$ cat src/rtl/bus_msg_assembler.sv
// Receive-side beat packer: collects owidth-bit beats LSB-first into one width-bit message
// and holds it on a single-entry output until the consumer accepts it.
module bus_msg_assembler #(
  parameter int unsigned width  = 144,
  parameter int unsigned owidth = 32,
  parameter int unsigned CW     = 8
) (
  input  logic              CLK,
  input  logic              RST,
  input  logic              in_enq__ENA,
  input  logic [owidth-1:0] in_enq_v,
  input  logic              in_enq_last,
  output logic              in_enq__RDY,
  output logic              out_enq__ENA,
  output logic [width-1:0]  out_enq_v,
  output logic [CW-1:0]     out_enq_beats,
  output logic              out_enq_err,
  input  logic              out_enq__RDY,
  input  logic              clear__ENA,
  output logic              clear__RDY
);

  localparam int unsigned NBEAT = (width + owidth - 1) / owidth;
  localparam int unsigned PADW  = NBEAT * owidth;

  typedef enum logic {COLLECT, DISCARD} state_t;

  state_t              r_state;
  logic [CW-1:0]       r_idx;
  logic [width-1:0]    r_data;
  logic [CW-1:0]       r_beats;
  logic                r_err;
  logic                r_full;

  logic [PADW-1:0]     w_beat_pad;
  logic [PADW-1:0]     w_beat_sh;
  logic [width-1:0]    w_ins;

  // Beat placed at its slot; the padded shift drops bits past width.
  assign w_beat_pad = PADW'(in_enq_v);
  assign w_beat_sh  = w_beat_pad << (32'(r_idx) * owidth);
  assign w_ins      = width'(w_beat_sh);

  assign in_enq__RDY   = !r_full;
  assign out_enq__ENA  = r_full;
  assign out_enq_v     = r_data;
  assign out_enq_beats = r_beats;
  assign out_enq_err   = r_err;
  assign clear__RDY    = 1'b1;

  // Assembly register is zero at message start, so OR-ing each beat in is sufficient.
  always_ff @(posedge CLK or posedge RST) begin
    if (RST) begin
      r_state <= COLLECT;
      r_idx   <= '0;
      r_data  <= '0;
      r_beats <= '0;
      r_err   <= 1'b0;
      r_full  <= 1'b0;
    end else if (clear__ENA) begin
      r_state <= COLLECT;
      r_idx   <= '0;
      r_data  <= '0;
      r_beats <= '0;
      r_err   <= 1'b0;
      r_full  <= 1'b0;
    end else if (r_full) begin
      if (out_enq__RDY) begin
        r_full  <= 1'b0;
        r_data  <= '0;
        r_beats <= '0;
        r_err   <= 1'b0;
      end
    end else if (in_enq__ENA) begin
      case (r_state)
        COLLECT: begin
          r_data  <= r_data | w_ins;
          r_beats <= r_beats + CW'(1);
          if (in_enq_last) begin
            r_full <= 1'b1;
            r_err  <= 1'b0;
            r_idx  <= '0;
          end else if (r_idx == CW'(NBEAT - 1)) begin
            r_state <= DISCARD;
            r_idx   <= '0;
          end else begin
            r_idx <= r_idx + CW'(1);
          end
        end
        DISCARD: begin
          if (in_enq_last) begin
            r_full  <= 1'b1;
            r_err   <= 1'b1;
            r_beats <= CW'(NBEAT);
            r_state <= COLLECT;
          end
        end
        default: r_state <= COLLECT;
      endcase
    end
  end

endmodule

$ cat config.mk
export PLATFORM = sky130hd
export DESIGN_NAME = bus_msg_assembler
export DESIGN_NICKNAME = d
export VERILOG_FILES = /design/src/rtl/bus_msg_assembler.sv
export SDC_FILE = /design/constraint.sdc
export NUM_CORES = 1
export LEC_CHECK = 0
export ABC_AREA = 1
export CELL_PAD_IN_SITES_DETAIL_PLACEMENT = 0
export CELL_PAD_IN_SITES_GLOBAL_PLACEMENT = 2
export CORE_MARGIN = 1.5
export CORE_UTILIZATION = 31
export CTS_CLUSTER_SIZE = 20
export DETAILED_ROUTE_END_ITERATION = 6
export GPL_TIMING_DRIVEN = 1
export PLACE_DENSITY_LB_ADDON = 0.1
export SYNTH_ARGS = -nofsm -noshare
export SYNTH_HDL_FRONTEND = slang
export SYNTH_SLANG_ARGS = --single-unit
$ cat constraint.sdc
create_clock -name CLK -period 9.2 [get_ports CLK]
set_input_delay 0.92 -clock CLK [delete_from_list [all_inputs] [get_ports CLK]]
set_output_delay 0.92 -clock CLK [all_outputs]
set_load 0.02 [all_outputs]
=== Word level (Yosys, flattened, before mapping) ===
Index checks and enable logic that the tools add are counted.

* Logic and storage cells: 62
* Input bits: 38
* Register bits after elaboration: 163

* Shifts and indexed selects: 1
* Eq/ne operators: 7
* Bitwise gates (word level): 2
* Add/subtract/negate cells: 2
* Reductions and logical operators: 8
* Mux-type cells: 36

{| class="wikitable"
|+ Operators with widths
! kind !! number
|-
| $mux W144 || 5
|-
| $or A144 B144 Y144 || 1
|-
| $shl A32 B13 Y144 || 1
|-
| $mux W8 || 11
|-
| $mux W1 || 17
|-
| $add A8 B1 Y8 const B || 2
|-
| $pmux W8 S2 || 1
|-
| $reduce_and A3 Y1 || 3
|-
| $eq A8 B3 Y1 const B || 1
|-
| $ne A2 B2 Y1 const B || 2
|-
| $ne A4 B3 Y1 const B || 1
|-
| $ne A4 B4 Y1 const B || 1
|-
| $pmux W1 S2 || 2
|-
| $reduce_and A4 Y1 || 1
|-
| $ne A3 B2 Y1 const B || 1
|-
| $ne A3 B3 Y1 const B || 1
|-
| $reduce_bool A3 Y1 || 1
|-
| $reduce_and A2 Y1 || 1
|-
| $reduce_bool A2 Y1 || 1
|-
| $logic_not A1 Y1 || 1
|-
| $not A1 Y1 || 1
|}

=== Logic depth before layout (Yosys ltp) ===
Gate-level depths: netlist of run 1.

* Depth in word-level cells: 7
* Depth in mapped cells: 9
* Mapped depth without buffers: 8

=== Worst setup path before layout of run 1 ===
No wires, ideal clock.

* Path type: in2reg
* Start point: in clear__ENA
* End point: reg r_data[28] (netlist: out_enq_v[28])
* Path buffers: 2
* Data required time: 9,064 ps
* Stages: 8
* Library setup time: 136 ps
* Data arrival time: 1,786 ps
* Slack: 7,278 ps
* Path through: inv_2 nand2_2 nor2_2 nor2_8 buf_6 buf_6 nand3_2 a21oi_1

* Longest elaborated chain between the ends: 2

{| class="wikitable"
|+ Ends and longest elaborated chain
! item !! RTL line !! source
|-
| start, declared || 19 || <nowiki>input logic clear__ENA,</nowiki>
|-
| $ne A3 B2 Y1 (no source line) (tied with other cells) || -- ||
|-
| $reduce_and A3 Y1 (no source line) || -- ||
|-
| end signal, assigned || 77 || <nowiki>r_data <= r_data | w_ins;</nowiki>
|-
| end, declared || 30 || <nowiki>logic [width-1:0] r_data;</nowiki>
|}

Several ways; a longest one is shown, not always the timed one.
A chain may end at the register's enable or synchronous reset.

=== Worst setup path in the final report of run 1 ===
* Start point: in clear__ENA
* End point: reg r_data[61] (netlist: out_enq_v[61])

The elaborated chain is that of the path after synthesis.

==> results of run 1 <==
[stage by stage]
stage / instance area, um2 / power (W) / std cells / worst slack, ps
global route: 10400 / 0.00187 / 1402 / 5500
finish: 10400 / 0.00178 / 1402 / 5780
CTS: 10400 / 0.00181 / 1402 / 5780
floorplan: 7680 / 0.000960 / 909 / 3880
detailed placement: 9790 / 0.00109 / 1370 / 5310
global placement: 9790 / 0.00109 / 1370 / 5310
[layout make-up]
type / count / area (um2)
clock buffers: 19 / 433
clock inverters: 13 / 149
fillers: 2530 / 14000
inverters: 169 / 642
multi-input cells: 516 / 2690
flip-flops and latches: 163 / 4080
well taps: 324 / 405
repair buffers: 198 / 1970
[flip-flops by register name, summed over array words and instances, names as in the netlist]
register       cells
out_enq__ENA       1
out_enq_beats      8
out_enq_err        1
out_enq_v        144
r_idx              8
r_state            1
[worst reg2reg max path, stage by stage (launching register included)]
cell     delay [ps]
dfrtp_1         390
inv_2           120
nand2_2         130
nor2_2           80
nor2_8          610
buf_4           970
nand3_1         200
a21oi_1         180
[logic make-up after synthesis]
kind of cell,Yosys count,synth area share [%]
buffers and inverters,230,12.3
AO/OA/AOI/OAI,169,11.2
flip-flops,163,53.1
AND/OR/NAND/NOR,343,22.9
adder cells (fa/ha/maj),3,0.489
other,1,0.0488
[path summary, 6_finish.rpt]
kind                                               from                          to  slack, ps
min in group asynchronous                           RST   out_enq_v[13]$_DFFE_PP0P_       1050
worst max register to register   out_enq__ENA$_DFF_PP0_   out_enq_v[61]$_DFFE_PP0P_       6430
max in group asynchronous                           RST  out_enq_v[109]$_DFFE_PP0P_       6610
worst min register to register  out_enq_err$_DFFE_PP0P_     out_enq_err$_DFFE_PP0P_        490
worst min-delay path            out_enq_err$_DFFE_PP0P_     out_enq_err$_DFFE_PP0P_        490
worst max-delay path                         clear__ENA   out_enq_v[61]$_DFFE_PP0P_       5780
[metal layers]
metal  global-route usage [%]  vias up  share of wire, %
met5                        0        -             0.051
met4                     4.59        2              0.70
met3                     4.65       14               5.3
met2                     29.7      142                47
met1                     25.3     3092                47
li1                         -     3233                 -
[layout by cell type, fill, tap and decap left out, types with 3 or more instances in the layout]
| cell | synthesis | layout |
|---|---|---|
| buf_4 | 2 | 6 |
| ha_1 | 3 | 3 |
| nor2_1 | 104 | 102 |
| a21oi_1 | 154 | 154 |
| inv_1 | 166 | 165 |
| clkbuf_16 | 0 | 17 |
| inv_6 | 0 | 5 |
| nand3_1 | 153 | 151 |
| nand2_1 | 38 | 38 |
| nand4_1 | 3 | 3 |
| o21ai_0 | 10 | 10 |
| clkdlybuf4s50_1 | 0 | 192 |
| nand3_2 | 39 | 41 |
| dfrtp_1 | 163 | 162 |
[power groups by stage]
stage	combinational, W	sequential, W	clock [W]
2_1_floorplan	0.000142	0.000819	0
3_3_place_gp	0.000303	0.000784	0
3_5_place_dp	0.000301	0.000784	0
4_1_cts	0.000303	0.000771	0.000741
5_1_grt	0.000326	0.000774	0.000769
6_report	0.000296	0.000770	0.000718
==> results.yml, run 1 <==
worst_setup_path:
  startpoint_type: "input pin"
  cp-end-kind: "register"
  crit_chain: "clkdlybuf4s50_1, inv_2, nand2_2, nor2_2, nor2_8, buf_4, nand3_1, a21oi_1"
  path_depth: 8
  critPathSlowestCell: "buf_4"
  max_stage_delay_ps: 970
  r2r.worst_path.cells: 7
  crit_fanout: 94
  critical-path-top-delay-family: "buffers and inverters"
  worst_ep_arrival_time_ps: 3750
  critPathBufInv: 3
  cp.required_ps: 9530
  critical_path_class: "input pin to register"
global_route:
  grt_pass1_wl_um: 37400
  grt_max_degree: 100
  antenna_found_initial: 1
  grt_pass1_vias: 6568
  grt.overflow.total: 0
  grt_usage_pct: 18.6
clock_network:
  clock-sinks: 163
  post_cts_buffers: 0
  cts.clk_slew.worst_paths_ps: 60
  tritoncts: "yes"
  cts-resized-gates: 0
  cts_buffer_depth: 2
  numCtsBuffers: 17
  clk_latency_ps: 430
  cts_root_buffer: "clkbuf_16"
  hold_buffers: 0
  htree_levels: 4
detailed_routing:
  vias_per_cell: 4.62
  drc: 0
  drt_first_pass_iters: 4
  ant_nets: 0
  drt_iter0_drc: 298
  num_vias: 6483
  wl_per_cell_um: 16.7
  routed_wl_um: 23400
sta:
  timing.hold.ws_ps: 494
  finalSetupTns_ps: 0
  setup_violations: 0
  layout_min_cycle_time_ps: 3420
  fin_crit_sh_pct: 37.1
  rsz0062_at_grt: "no"
  tightest_slew_ps: 1130
  hold_viol: 0
  fin_worst_skew_ps: 12.3
  maxSlewHeadroom_pct: 24.9
  clock.fmax_mhz: 293
  finalMaxSlewViolations: 0
cells_and_area:
  nets: 1106
  antenna_cells: 0
  syn_to_final_growth_pct: 35.0
  drive_gt1_share_pct: 8.26
  final_core_util_pct: 42.6
floorplan:
  row_count: 57
  die_w_um: 160
  initial_utilization_pct: 31.6
  ioPinCount: 194
  die_area_mm2: 0.0257
  die_y_um: 160
  core_mm2: 0.0243
power:
  power_density_mw_per_mm2: 172
  p_int_w: 0.00126
  switching_share_pct: 29.2
  leakagePower_nw: 4.34
  seqPwrFrac_pct: 43.2
  vdd_drop_max_mv: 0.101
  combPwrFrac_pct: 16.6
  p_switching_w: 0.000520
  pwr-share-clk_pct: 40.2
logic_synthesis:
  synth.distinct_cells: 28
  synth_nets: 950
  synth_area_leaders: "dfrtp_1, a21oi_1, nand3_1"
  synth_most_common_cell: "inv_1"
  synth_ff_type: "dfrtp_1"
  synth-edff-count: 0
  avgSynthCellArea_um2: 8.45
  yosysSeqAreaShare_pct: 53.1
  ys_ff_latch: 163
  synth.top_cell.area_share_pct: 53.1
  postSynthCellCount: 909
  async_reset_ff_share_pct: 100
  syn_area_mm2: 0.00768
  synth_top_area_cell: "dfrtp_1"
  ys_warn_count: 0
  ys_top_cells_by_count: "inv_1, dfrtp_1, a21oi_1"
place:
  dp_hpwl_um: 14900
  place.port_buffers: 192
  gp_congestion: 0.738
worst_hold_path:
  whs_path_depth: 2
  hold_path.class: "register to register"
status:
  run_status: "finished, final reports clean"
run:
  drv_cap: 0
(Power assumes the default switching activity.)
==> run 2, diff against run 1 <==
Settings changed: CORE_UTILIZATION 31 to 29.
Clock period 9.2 ns to 3.6 ns, I/O delays scaled along.
==> results.yml, run 2 (synthesis results as in run 1) <==
status:
  run_status: "finished, final reports clean"
place:
  dp_hpwl_um: 15500
  place.port_buffers: 192
  gp_congestion: 0.744
  pre_cts_ws_ps: 1160
power:
  p_int_w: 0.00319
  combPwrFrac_pct: 16.7
  p_switching_w: 0.00142
  vdd_drop_max_mv: 0.220
  p_total_w: 0.00461
  switching_share_pct: 30.7
  seqPwrFrac_pct: 42.8
  power_density_mw_per_mm2: 440
  leakagePower_nw: 4.38
  pwr-share-clk_pct: 40.5
detailed_routing:
  drc: 0
  num_vias: 6619
  drt_first_pass_iters: 5
  drt_iter0_drc: 448
  wl_per_cell_um: 17.1
  ant_nets: 0
  routed_wl_um: 24300
  vias_per_cell: 4.66
cells_and_area:
  drive_gt1_share_pct: 9.03
  mostFrequentLayoutCell: "clkdlybuf4s50_1"
  layout_common_cells: "clkdlybuf4s50_1, inv_1, dfrtp_1"
  antenna_cells: 0
  syn_to_final_growth_pct: 36.4
  largest_register_ffs: 144
  nets: 1113
sta:
  rsz0062_at_grt: "no"
  clock.fmax_mhz: 442
  layout_min_cycle_time_ps: 2260
  finalSetupTns_ps: 0
  setup_slack_ps: 1340
  fin_crit_sh_pct: 62.8
  maxSlewHeadroom_pct: 37.6
  tightest_slew_ps: 936
  setup_violations: 0
  finalMaxSlewViolations: 0
  hold_viol: 0
  fin_worst_skew_ps: 15.1
floorplan:
  core_mm2: 0.0261
  row_count: 59
  die_area_mm2: 0.0275
  die_y_um: 166
  ioPinCount: 194
  initial_utilization_pct: 29.5
  die_w_um: 166
clock_network:
  numCtsBuffers: 17
  post_cts_buffers: 0
  cts.clk_slew.worst_paths_ps: 70
  clk_latency_ps: 430
  hold_buffers: 0
  cts_root_buffer: "clkbuf_16"
  htree_levels: 4
  tritoncts: "yes"
  cts-resized-gates: 0
  clock-sinks: 163
  cts_buffer_depth: 2
worst_hold_path:
  hold_path.class: "input pin to async pin"
run:
  drv_cap: 0
worst_setup_path:
  ff2ff_setup_slack_ps: 1340
  cp.required_ps: 3910
  critical_path_class: "register to register"
  crit_fanout: 40
  reg2reg_from: "r_idx[1]$_DFFE_PP0P_"
  path_depth: 6
  crit_chain: "inv_4, ha_1, nand2_1, o21ai_0, nand2_1, a21boi_0"
  reg2reg_to: "r_idx[3]$_DFFE_PP0P_"
  critical-path-top-delay-family: "flip-flops"
  critPathBufInv: 1
  startpoint_type: "register"
  max_stage_delay_ps: 670
  path_common_cell: "nand2_1"
  r2r.worst_path.cells: 6
  cp-end-kind: "register"
  critPathSlowestCell: "dfrtp_2"
  worst_ep_arrival_time_ps: 2570
global_route:
  grt.overflow.total: 0
  grt_pass1_wl_um: 39200
  grt_usage_pct: 18.2
  grt_max_degree: 138
  antenna_found_initial: 0
  grt_pass1_vias: 6866
[run 2: worst max path at each step]
stage          slack, ps                     end                  from
4_1_cts             1310    r_idx[3]$_DFFE_PP0P_  r_idx[1]$_DFFE_PP0P_
6_report            1340    r_idx[3]$_DFFE_PP0P_  r_idx[1]$_DFFE_PP0P_
3_5_place_dp        1160    r_idx[3]$_DFFE_PP0P_            clear__ENA
3_3_place_gp        1180    r_idx[3]$_DFFE_PP0P_            clear__ENA
2_1_floorplan       1170  out_enq__ENA$_DFF_PP0_                   RST
5_1_grt             1140    r_idx[3]$_DFFE_PP0P_  r_idx[1]$_DFFE_PP0P_
[run 2: layout make-up]
type / count / area [um2]
multi-input cells: 516 / 2690
fillers: 2648 / 15600
well taps: 335 / 419
repair buffers: 205 / 2060
clock inverters: 15 / 164
flip-flops and latches: 163 / 4080
clock buffers: 17 / 425
inverters: 169 / 641
[run 2: power groups by stage]
stage / Clock, W / Combinational (W) / Sequential, W
after global placement: 0 / 0.000787 / 0.00201
final: 0.00187 / 0.000770 / 0.00197
after detailed placement: 0 / 0.000783 / 0.00201
after global routing: 0.00199 / 0.000848 / 0.00198
after floorplan: 0 / 0.000362 / 0.00209
after CTS: 0.00192 / 0.000786 / 0.00198
[run 2: worst min-delay path, delay by kind of cell]
kind,cells,cell delay (ps)
buffers and inverters,3,890
[run 2: layer usage]
| metal | global-route usage, % | vias up | wire length (um) |
|---|---|---|---|
| met2 | 28.4 | 150 | 11200 |
| met1 | 25.5 | 3212 | 11800 |
| li1 | - | 3240 | - |
| met5 | 0 | - | 0 |
| met3 | 3.67 | 17 | 1030 |
| met4 | 5.33 | 0 | 282 |
[run 2: metrics by stage]
step | cell area [um2] | utilization, % | hold slack (ps) | cells
final | 10500 | 40.2 | 410 | 1420
after global routing | 10500 | 40.2 | 450 | 1420
after CTS | 10500 | 40.2 | 417 | 1420
after detailed placement | 9890 | 37.9 | 491 | 1388
after global placement | 9890 | 37.9 | 477 | 1388
after floorplan | 7680 | - | 503 | 909
